**src/rtl/store_buffer_drain_if.sv**
```systemverilog
// Handshake/bus bundle for store_buffer_drain: allocate, writeback, commit/flush,
// memory drain and load-forwarding lookup channels.
interface store_buffer_drain_if #(
  parameter int DEPTH  = 8,
  parameter int ADDR_W = 32,
  parameter int DATA_W = 32
);
  localparam int BYTES = DATA_W / 8;
  localparam int IW    = $clog2(DEPTH) + 1;

  logic              alloc_v_i;
  logic              alloc_ready_o;
  logic [IW-1:0]     alloc_idx_o;
  logic              wb_v_i;
  logic [IW-1:0]     wb_idx_i;
  logic [ADDR_W-1:0] wb_addr_i;
  logic [DATA_W-1:0] wb_data_i;
  logic [BYTES-1:0]  wb_be_i;
  logic              rob_commit_v_i;
  logic              commit_ready_o;
  logic              rob_flush_i;
  logic              mem_v_o;
  logic              mem_ready_i;
  logic [ADDR_W-1:0] mem_addr_o;
  logic [DATA_W-1:0] mem_data_o;
  logic [BYTES-1:0]  mem_be_o;
  logic              ld_v_i;
  logic [ADDR_W-1:0] ld_addr_i;
  logic [BYTES-1:0]  ld_be_i;
  logic [IW-1:0]     ld_age_idx_i;
  logic              ld_hit_o;
  logic [DATA_W-1:0] ld_data_o;
  logic              ld_stall_o;
  logic              empty_o;

  modport slave (
    input  alloc_v_i, wb_v_i, wb_idx_i, wb_addr_i, wb_data_i, wb_be_i,
           rob_commit_v_i, rob_flush_i, mem_ready_i,
           ld_v_i, ld_addr_i, ld_be_i, ld_age_idx_i,
    output alloc_ready_o, alloc_idx_o, commit_ready_o,
           mem_v_o, mem_addr_o, mem_data_o, mem_be_o,
           ld_hit_o, ld_data_o, ld_stall_o, empty_o
  );

  modport master (
    output alloc_v_i, wb_v_i, wb_idx_i, wb_addr_i, wb_data_i, wb_be_i,
           rob_commit_v_i, rob_flush_i, mem_ready_i,
           ld_v_i, ld_addr_i, ld_be_i, ld_age_idx_i,
    input  alloc_ready_o, alloc_idx_o, commit_ready_o,
           mem_v_o, mem_addr_o, mem_data_o, mem_be_o,
           ld_hit_o, ld_data_o, ld_stall_o, empty_o
  );
endinterface

```
**src/rtl/store_buffer_drain.sv**
```systemverilog
// In-order store buffer with allocate/commit/drain pointers, flush recovery of
// committed stores and byte-accurate store-to-load forwarding.
module store_buffer_drain #(
  parameter int DEPTH  = 8,
  parameter int ADDR_W = 32,
  parameter int DATA_W = 32
) (
  input logic                 clk_i,
  input logic                 reset_n_i,
  store_buffer_drain_if.slave sb
);
  localparam int BYTES = DATA_W / 8;
  localparam int AW    = $clog2(DEPTH);
  localparam int IW    = AW + 1;
  localparam int OFF   = $clog2(BYTES);

  typedef logic [IW-1:0] ptr_t;
  typedef logic [AW-1:0] idx_t;
  typedef struct packed {
    logic [ADDR_W-1:0] addr;
    logic [DATA_W-1:0] data;
    logic [BYTES-1:0]  be;
  } ent_t;

  ptr_t alloc_q, alloc_d, commit_q, commit_d, drain_q, drain_d;
  logic [DEPTH-1:0] wb_q, wb_d;
  ent_t [DEPTH-1:0] ent_q, ent_d;

  ptr_t count, ucnt, wb_off, age_off, win;
  logic full, commit_ready, mem_v;
  logic alloc_fire, commit_fire, drain_fire, wb_fire;
  idx_t alloc_ix, commit_ix, drain_ix, wb_ix;

  assign alloc_ix  = alloc_q[AW-1:0];
  assign commit_ix = commit_q[AW-1:0];
  assign drain_ix  = drain_q[AW-1:0];
  assign wb_ix     = sb.wb_idx_i[AW-1:0];

  assign count   = alloc_q - drain_q;
  assign ucnt    = alloc_q - commit_q;
  assign full    = (count == ptr_t'(DEPTH));
  assign wb_off  = sb.wb_idx_i - commit_q;
  assign age_off = sb.ld_age_idx_i - drain_q;
  // A stale age tag (outside [drain, alloc]) collapses the window to nothing.
  assign win     = (age_off <= count) ? age_off : '0;

  assign commit_ready = (commit_q != alloc_q) && wb_q[commit_ix];
  assign mem_v        = (drain_q != commit_q);

  assign alloc_fire  = sb.alloc_v_i && !full && !sb.rob_flush_i;
  assign commit_fire = sb.rob_commit_v_i && commit_ready;
  assign drain_fire  = mem_v && sb.mem_ready_i;
  assign wb_fire     = sb.wb_v_i && !sb.rob_flush_i && (wb_off < ucnt);

  assign sb.alloc_ready_o  = !full && !sb.rob_flush_i;
  assign sb.alloc_idx_o    = alloc_q;
  assign sb.commit_ready_o = commit_ready;
  assign sb.mem_v_o        = mem_v;
  assign sb.mem_addr_o     = mem_v ? ent_q[drain_ix].addr : '0;
  assign sb.mem_data_o     = mem_v ? ent_q[drain_ix].data : '0;
  assign sb.mem_be_o       = mem_v ? ent_q[drain_ix].be   : '0;
  assign sb.empty_o        = (count == '0);

  // Next-state: the three legal slices never overlap, so update order is free.
  idx_t fl_off;
  always_comb begin
    alloc_d  = alloc_q;
    commit_d = commit_q;
    drain_d  = drain_q;
    wb_d     = wb_q;
    ent_d    = ent_q;
    fl_off   = '0;
    if (wb_fire) begin
      wb_d[wb_ix]       = 1'b1;
      ent_d[wb_ix].addr = sb.wb_addr_i;
      ent_d[wb_ix].data = sb.wb_data_i;
      ent_d[wb_ix].be   = sb.wb_be_i;
    end
    if (commit_fire) commit_d = commit_q + ptr_t'(1);
    if (drain_fire) begin
      wb_d[drain_ix] = 1'b0;
      drain_d        = drain_q + ptr_t'(1);
    end
    if (alloc_fire) begin
      wb_d[alloc_ix] = 1'b0;
      alloc_d        = alloc_q + ptr_t'(1);
    end
    if (sb.rob_flush_i) begin
      alloc_d = commit_d;
      for (int i = 0; i < DEPTH; i++) begin
        fl_off = idx_t'(i) - commit_d[AW-1:0];
        if ({1'b0, fl_off} < (alloc_q - commit_d)) wb_d[i] = 1'b0;
      end
    end
  end

  // Forwarding scan runs oldest to youngest so the last match is the youngest.
  logic             fwd_unk, fwd_sel;
  logic [BYTES-1:0] sel_be;
  logic [DATA_W-1:0] sel_data;
  idx_t             fidx;
  always_comb begin
    fwd_unk  = 1'b0;
    fwd_sel  = 1'b0;
    sel_be   = '0;
    sel_data = '0;
    fidx     = '0;
    for (int k = 0; k < DEPTH; k++) begin
      fidx = drain_ix + idx_t'(k);
      if (ptr_t'(k) < win) begin
        if (!wb_q[fidx]) begin
          fwd_unk = 1'b1;
        end else if (ent_q[fidx].addr[ADDR_W-1:OFF] == sb.ld_addr_i[ADDR_W-1:OFF]) begin
          fwd_sel  = 1'b1;
          sel_be   = ent_q[fidx].be;
          sel_data = ent_q[fidx].data;
        end
      end
    end
  end

  logic              ld_hit, ld_stall;
  logic [DATA_W-1:0] ld_data;
  always_comb begin
    ld_hit   = 1'b0;
    ld_stall = 1'b0;
    ld_data  = '0;
    if (sb.ld_v_i && !sb.rob_flush_i) begin
      if (fwd_unk) begin
        ld_stall = 1'b1;
      end else if (fwd_sel) begin
        if ((sel_be & sb.ld_be_i) == sb.ld_be_i) begin
          ld_hit = 1'b1;
          for (int b = 0; b < BYTES; b++)
            ld_data[b*8 +: 8] = sel_be[b] ? sel_data[b*8 +: 8] : 8'h00;
        end else begin
          ld_stall = 1'b1;
        end
      end
    end
  end

  assign sb.ld_hit_o   = ld_hit;
  assign sb.ld_stall_o = ld_stall;
  assign sb.ld_data_o  = ld_data;

  logic unused_ld_lo;
  assign unused_ld_lo = ^sb.ld_addr_i[OFF-1:0];

  always_ff @(posedge clk_i or negedge reset_n_i) begin
    if (!reset_n_i) begin
      alloc_q  <= '0;
      commit_q <= '0;
      drain_q  <= '0;
      wb_q     <= '0;
      ent_q    <= '0;
    end else begin
      alloc_q  <= alloc_d;
      commit_q <= commit_d;
      drain_q  <= drain_d;
      wb_q     <= wb_d;
      ent_q    <= ent_d;
    end
  end
endmodule

```
**src/flat_wrapper.sv**
```systemverilog
// flat-port wrapper written by rule: the top's interface ports become plain ports
module store_buffer_drain_flat 
#(
  parameter int DEPTH  = 8,
  parameter int ADDR_W = 32,
  parameter int DATA_W = 32
)
  (clk_i, reset_n_i, sb_alloc_v_i, sb_wb_v_i, sb_wb_idx_i, sb_wb_addr_i, sb_wb_data_i, sb_wb_be_i, sb_rob_commit_v_i, sb_rob_flush_i, sb_mem_ready_i, sb_ld_v_i, sb_ld_addr_i, sb_ld_be_i, sb_ld_age_idx_i, sb_alloc_ready_o, sb_alloc_idx_o, sb_commit_ready_o, sb_mem_v_o, sb_mem_addr_o, sb_mem_data_o, sb_mem_be_o, sb_ld_hit_o, sb_ld_data_o, sb_ld_stall_o, sb_empty_o);
  store_buffer_drain_if #(.DEPTH(DEPTH), .ADDR_W(ADDR_W), .DATA_W(DATA_W)) sb_i ();
  input logic clk_i;
  input logic reset_n_i;
  input wire logic [$bits(sb_i.alloc_v_i)-1:0] sb_alloc_v_i;
  input wire logic [$bits(sb_i.wb_v_i)-1:0] sb_wb_v_i;
  input wire logic [$bits(sb_i.wb_idx_i)-1:0] sb_wb_idx_i;
  input wire logic [$bits(sb_i.wb_addr_i)-1:0] sb_wb_addr_i;
  input wire logic [$bits(sb_i.wb_data_i)-1:0] sb_wb_data_i;
  input wire logic [$bits(sb_i.wb_be_i)-1:0] sb_wb_be_i;
  input wire logic [$bits(sb_i.rob_commit_v_i)-1:0] sb_rob_commit_v_i;
  input wire logic [$bits(sb_i.rob_flush_i)-1:0] sb_rob_flush_i;
  input wire logic [$bits(sb_i.mem_ready_i)-1:0] sb_mem_ready_i;
  input wire logic [$bits(sb_i.ld_v_i)-1:0] sb_ld_v_i;
  input wire logic [$bits(sb_i.ld_addr_i)-1:0] sb_ld_addr_i;
  input wire logic [$bits(sb_i.ld_be_i)-1:0] sb_ld_be_i;
  input wire logic [$bits(sb_i.ld_age_idx_i)-1:0] sb_ld_age_idx_i;
  output wire logic [$bits(sb_i.alloc_ready_o)-1:0] sb_alloc_ready_o;
  output wire logic [$bits(sb_i.alloc_idx_o)-1:0] sb_alloc_idx_o;
  output wire logic [$bits(sb_i.commit_ready_o)-1:0] sb_commit_ready_o;
  output wire logic [$bits(sb_i.mem_v_o)-1:0] sb_mem_v_o;
  output wire logic [$bits(sb_i.mem_addr_o)-1:0] sb_mem_addr_o;
  output wire logic [$bits(sb_i.mem_data_o)-1:0] sb_mem_data_o;
  output wire logic [$bits(sb_i.mem_be_o)-1:0] sb_mem_be_o;
  output wire logic [$bits(sb_i.ld_hit_o)-1:0] sb_ld_hit_o;
  output wire logic [$bits(sb_i.ld_data_o)-1:0] sb_ld_data_o;
  output wire logic [$bits(sb_i.ld_stall_o)-1:0] sb_ld_stall_o;
  output wire logic [$bits(sb_i.empty_o)-1:0] sb_empty_o;
  assign sb_i.alloc_v_i = sb_alloc_v_i;
  assign sb_i.wb_v_i = sb_wb_v_i;
  assign sb_i.wb_idx_i = sb_wb_idx_i;
  assign sb_i.wb_addr_i = sb_wb_addr_i;
  assign sb_i.wb_data_i = sb_wb_data_i;
  assign sb_i.wb_be_i = sb_wb_be_i;
  assign sb_i.rob_commit_v_i = sb_rob_commit_v_i;
  assign sb_i.rob_flush_i = sb_rob_flush_i;
  assign sb_i.mem_ready_i = sb_mem_ready_i;
  assign sb_i.ld_v_i = sb_ld_v_i;
  assign sb_i.ld_addr_i = sb_ld_addr_i;
  assign sb_i.ld_be_i = sb_ld_be_i;
  assign sb_i.ld_age_idx_i = sb_ld_age_idx_i;
  assign sb_alloc_ready_o = sb_i.alloc_ready_o;
  assign sb_alloc_idx_o = sb_i.alloc_idx_o;
  assign sb_commit_ready_o = sb_i.commit_ready_o;
  assign sb_mem_v_o = sb_i.mem_v_o;
  assign sb_mem_addr_o = sb_i.mem_addr_o;
  assign sb_mem_data_o = sb_i.mem_data_o;
  assign sb_mem_be_o = sb_i.mem_be_o;
  assign sb_ld_hit_o = sb_i.ld_hit_o;
  assign sb_ld_data_o = sb_i.ld_data_o;
  assign sb_ld_stall_o = sb_i.ld_stall_o;
  assign sb_empty_o = sb_i.empty_o;
  store_buffer_drain #(.DEPTH(DEPTH), .ADDR_W(ADDR_W), .DATA_W(DATA_W)) u_core (.clk_i(clk_i), .reset_n_i(reset_n_i), .sb(sb_i));
endmodule
```
**config.mk**
```make
export PLATFORM = sky130hd
export DESIGN_NAME = store_buffer_drain_flat
export DESIGN_NICKNAME = d
export VERILOG_FILES = /design/src/rtl/store_buffer_drain_if.sv /design/src/rtl/store_buffer_drain.sv /design/src/flat_wrapper.sv
export SDC_FILE = /design/constraint.sdc
export NUM_CORES = 2
export LEC_CHECK = 0
export ABC_AREA = 1
export CAP_MARGIN = 5
export CORE_ASPECT_RATIO = 0.8
export CORE_MARGIN = 3
export CORE_UTILIZATION = 60
export CTS_BUF_LIST = sky130_fd_sc_hd__clkbuf_4
export DETAILED_ROUTE_END_ITERATION = 7
export HOLD_SLACK_MARGIN = 0.02
export PLACE_DENSITY = 0.77
export SLEW_MARGIN = 20
export SYNTH_ARGS = -nofsm -noshare
export SYNTH_HDL_FRONTEND = slang
export SYNTH_SLANG_ARGS = --single-unit
```
**constraint.sdc**
```tcl
create_clock -name clk_i -period 8.1 [get_ports clk_i]
set_input_delay 0.81 -clock clk_i [delete_from_list [all_inputs] [get_ports clk_i]]
set_output_delay 0.81 -clock clk_i [all_outputs]
set_load 0.01 [all_outputs]
```
==> impl_metrics.toml <==
[yosys]
synth-edff-count = 0
ys_top_cells_by_area = "dfrtp_1 (30%), nand2_1 (21%), o21ai_0 (14%)"
ys_seq_area_share_pct = 30.13
synth-simple-area-share_pct = 35.93
yosys.area.top_type_share_pct = 30.13
syn_inst = 7591
ys_top_cells_by_count = "nand2_1 (2654), o21ai_0 (1276), nand3_1 (1005)"
synth_top_family_by_area = "simple AND/OR/NAND/NOR gates"
yosys_warnings = 0
synth_fp_nets = 7757
synthAdderAreaFrac_pct = 1.325
syn-mean-instance-area_um2 = 6.171
async_flop_share_pct = 100.0
synth_seq_cells = 564
synth_xor_area_share_pct = 1.424
synth_compound_area_share_pct = 19.08
synth_most_common_cell = "nand2_1"
synth-main-ff-cell = "dfrtp_1"
syn_area_um2 = 46840
synth_cell_types = 55
synthMuxAreaShare_pct = 2.821
synth_area_leader_cell = "dfrtp_1"

[cells_and_area]
area_delta_synth_final_pct = 9.135
finalNetCount = 7702
fillCellCount = 6879
multi_input_area_um2 = 28510
drive_gt1_share_pct = 5.990
register_area_um2 = 14120

[critical_path]
startpoint_type = "flop"
r2r_start = "u_core.sb.alloc_idx_o[0]"
worst_r2r_path_depth = 14
crit_start = "u_core.drain_q[1]"
crit_path_end = "sb_ld_data_o[21]"
worstReg2RegEnd = "u_core.wb_q[5]"
cp_max_fo = 32
rrSetupSlack_ns = 3.14
crit_required_ns = 7.29
crit_arrival_ns = 7.11
crit_path_end_kind = "output port"
crit_type = "flop to output port"

[sta]
fin_crit_sh_pct = 97.84
slew_violations = 0
fin_skew_ns = 0.06571
fmax_mhz = 126.2
slew_headroom_pct = 25.89
hold_viol_final = 0
setup_viol = 0
setup_ws_ns = 0.1752
worstMarginPinSlew_ns = 1.112
holdWs_ns = 0.3542
fin_crit_ns = 7.925
finalSetupTns_ns = 0

[routing]
route.detailed.wl_per_inst_um = 22.32
finalWirelength_mm = 193.4
ant_nets = 0
wl_met1_mm = 78.66
viasPerCell = 6.378
dr_wl_met3_mm = 33.21
drc_errors = 22
met2_length_mm = 73.33
top_layer_used = "met5"
firstDrtPassIters = 8
vias = 55256
drt_first_iter_violations = 9815

[floorplan]
core-area_um2 = 76350
dieArea_um2 = 81480
fp.dieH_um = 255.9
initial_core_util_pct = 61.36
fp-row-count = 90
ios = 230
die_width_um = 318.4

[cts]
cts.root.buffer_cell = "clkbuf_4"
clkSinkCount = 564
cts_inserted_buffers = 150
cts.htree.levels = 4
tritoncts = "done"
clk_latency_ns = 1.04
clkSlewWorstSetupHoldPaths_ns = 0.08
cts_buffer_depth = 3

[grt]
grt_start_max_net_pins = 178
overflow = 0
grt.total_usage_pct = 45.54
grt_pass1_wl_mm = 289.2
grt_pass1_vias = 48838
antenna_found_initial = 18

[flow_run]
cap_violations = 0

[placement]
hpwl_mm = 133.3
portBuffers = 227
gp_congestion = 1.066
pre_cts_slack_ns = 0.8279

[worst_hold_path]
hold_path_class = "input pin to asynchronous set/reset pin"

[run_status]
outcome = "finished with violations"
violations = "DRC"
==> state kept, by name, summed over array words and instances (netlist names) <==
name	flops
u_core.sb.alloc_idx_o	4
u_core.wb_q	8
u_core.drain_q	4
u_core.commit_q	4
u_core.ent_q	544
==> final cells by class <==
cell class | count | share of cell area (%)
antenna | 5 | 0.02447
sequential | 564 | 27.63
tap | 1012 | 2.477
timing repair buffer | 334 | 6.410
clock buffer | 216 | 3.172
multi-input combinational | 5956 | 55.77
clock inverter | 46 | 0.5140
inverter | 530 | 4.009
==> worst min-delay path by stage <==
stage	end	slack, ns	cells after the start
4_1_cts	u_core.ent_q[88]	0.29	3
6_report	u_core.ent_q[271]	0.35	2
5_1_grt	u_core.ent_q[88]	0.35	3
3_5_place_dp	u_core.ent_q[445]	0.47	2
2_1_floorplan	u_core.ent_q[104]	0.45	2
3_3_place_gp	u_core.ent_q[240]	0.46	2
==> critical path: stages, from the launching register on <==
cell and delay, ns:
dfrtp_4 0.53, inv_8 0.24, ha_4 0.54, inv_4 0.35, nand3_1 0.17, nand2_1 0.08
xor2_1 0.56, nand3_1 0.14, nor3_1 0.57, nand2_1 0.11, nor2_1 0.22, nand3_4 0.32
inv_6 0.35, nand2_1 0.09, nand2_1 0.07, inv_1 0.05, nand2_1 0.06, nand2_1 0.07
nand2_1 0.08, nand2_2 0.09, nor2_8 0.22, nand3_4 0.35, nor2_2 0.21, clkdlybuf4s50_1 0.56
==> routing by layer <==
layer | GRT usage [%] | vias up
met4 | 17.02 | 28
met5 | 0 | -
li1 | - | 25077
met1 | 66.94 | 25218
met3 | 16.70 | 665
met2 | 60.16 | 4268
==> metrics by stage <==
stage	area (um2)	cells	util, %
detailed placement	49030	8385	64.22
global route	51120	8661	66.96
finish	51120	8663	66.96
global placement	49030	8385	64.22
floorplan	46840	7591	-
CTS	50950	8649	66.73
==> timing repair <==
| action | 4_1_cts | 5_1_grt |
|---|---|---|
| endpoints found under the setup margin | 32 | 34 |
| hold endpoints to repair | 81 | 0 |
| hold buffers | 1 | 0 |
| pin swaps | 0 | 1 |
| setup buffers | 1 | 9 |
| gates resized for setup | 1 | 14 |
==> cells in the final DEF (no fill, tap or decap), types with 104 or more instances in the layout <==
cell type,n
clkbuf_4,216
nand3_1,1001
dfrtp_1,561
nor2_1,248
clkdlybuf4s50_1,226
mux2i_1,132
o211ai_1,104
nand2_1,2652
o21ai_0,1276
inv_1,501
==> logic make-up (layout without fill, tap and decap cells) <==
kind of cell               after synthesis  in the layout
muxes                                  132            132
buffers and inverters                 1071           1126
other                                    0              5
DFF                                    564            564
xor gates and xnor gates                74             74
and+or+nand+nor                       4043           4043
adders and majority gates               46             46
AOI/OAI and AO/OA                     1661           1661
Power is not shown: default switching activity piles up to over one toggle a cycle in this logic, so the estimate is an artifact.
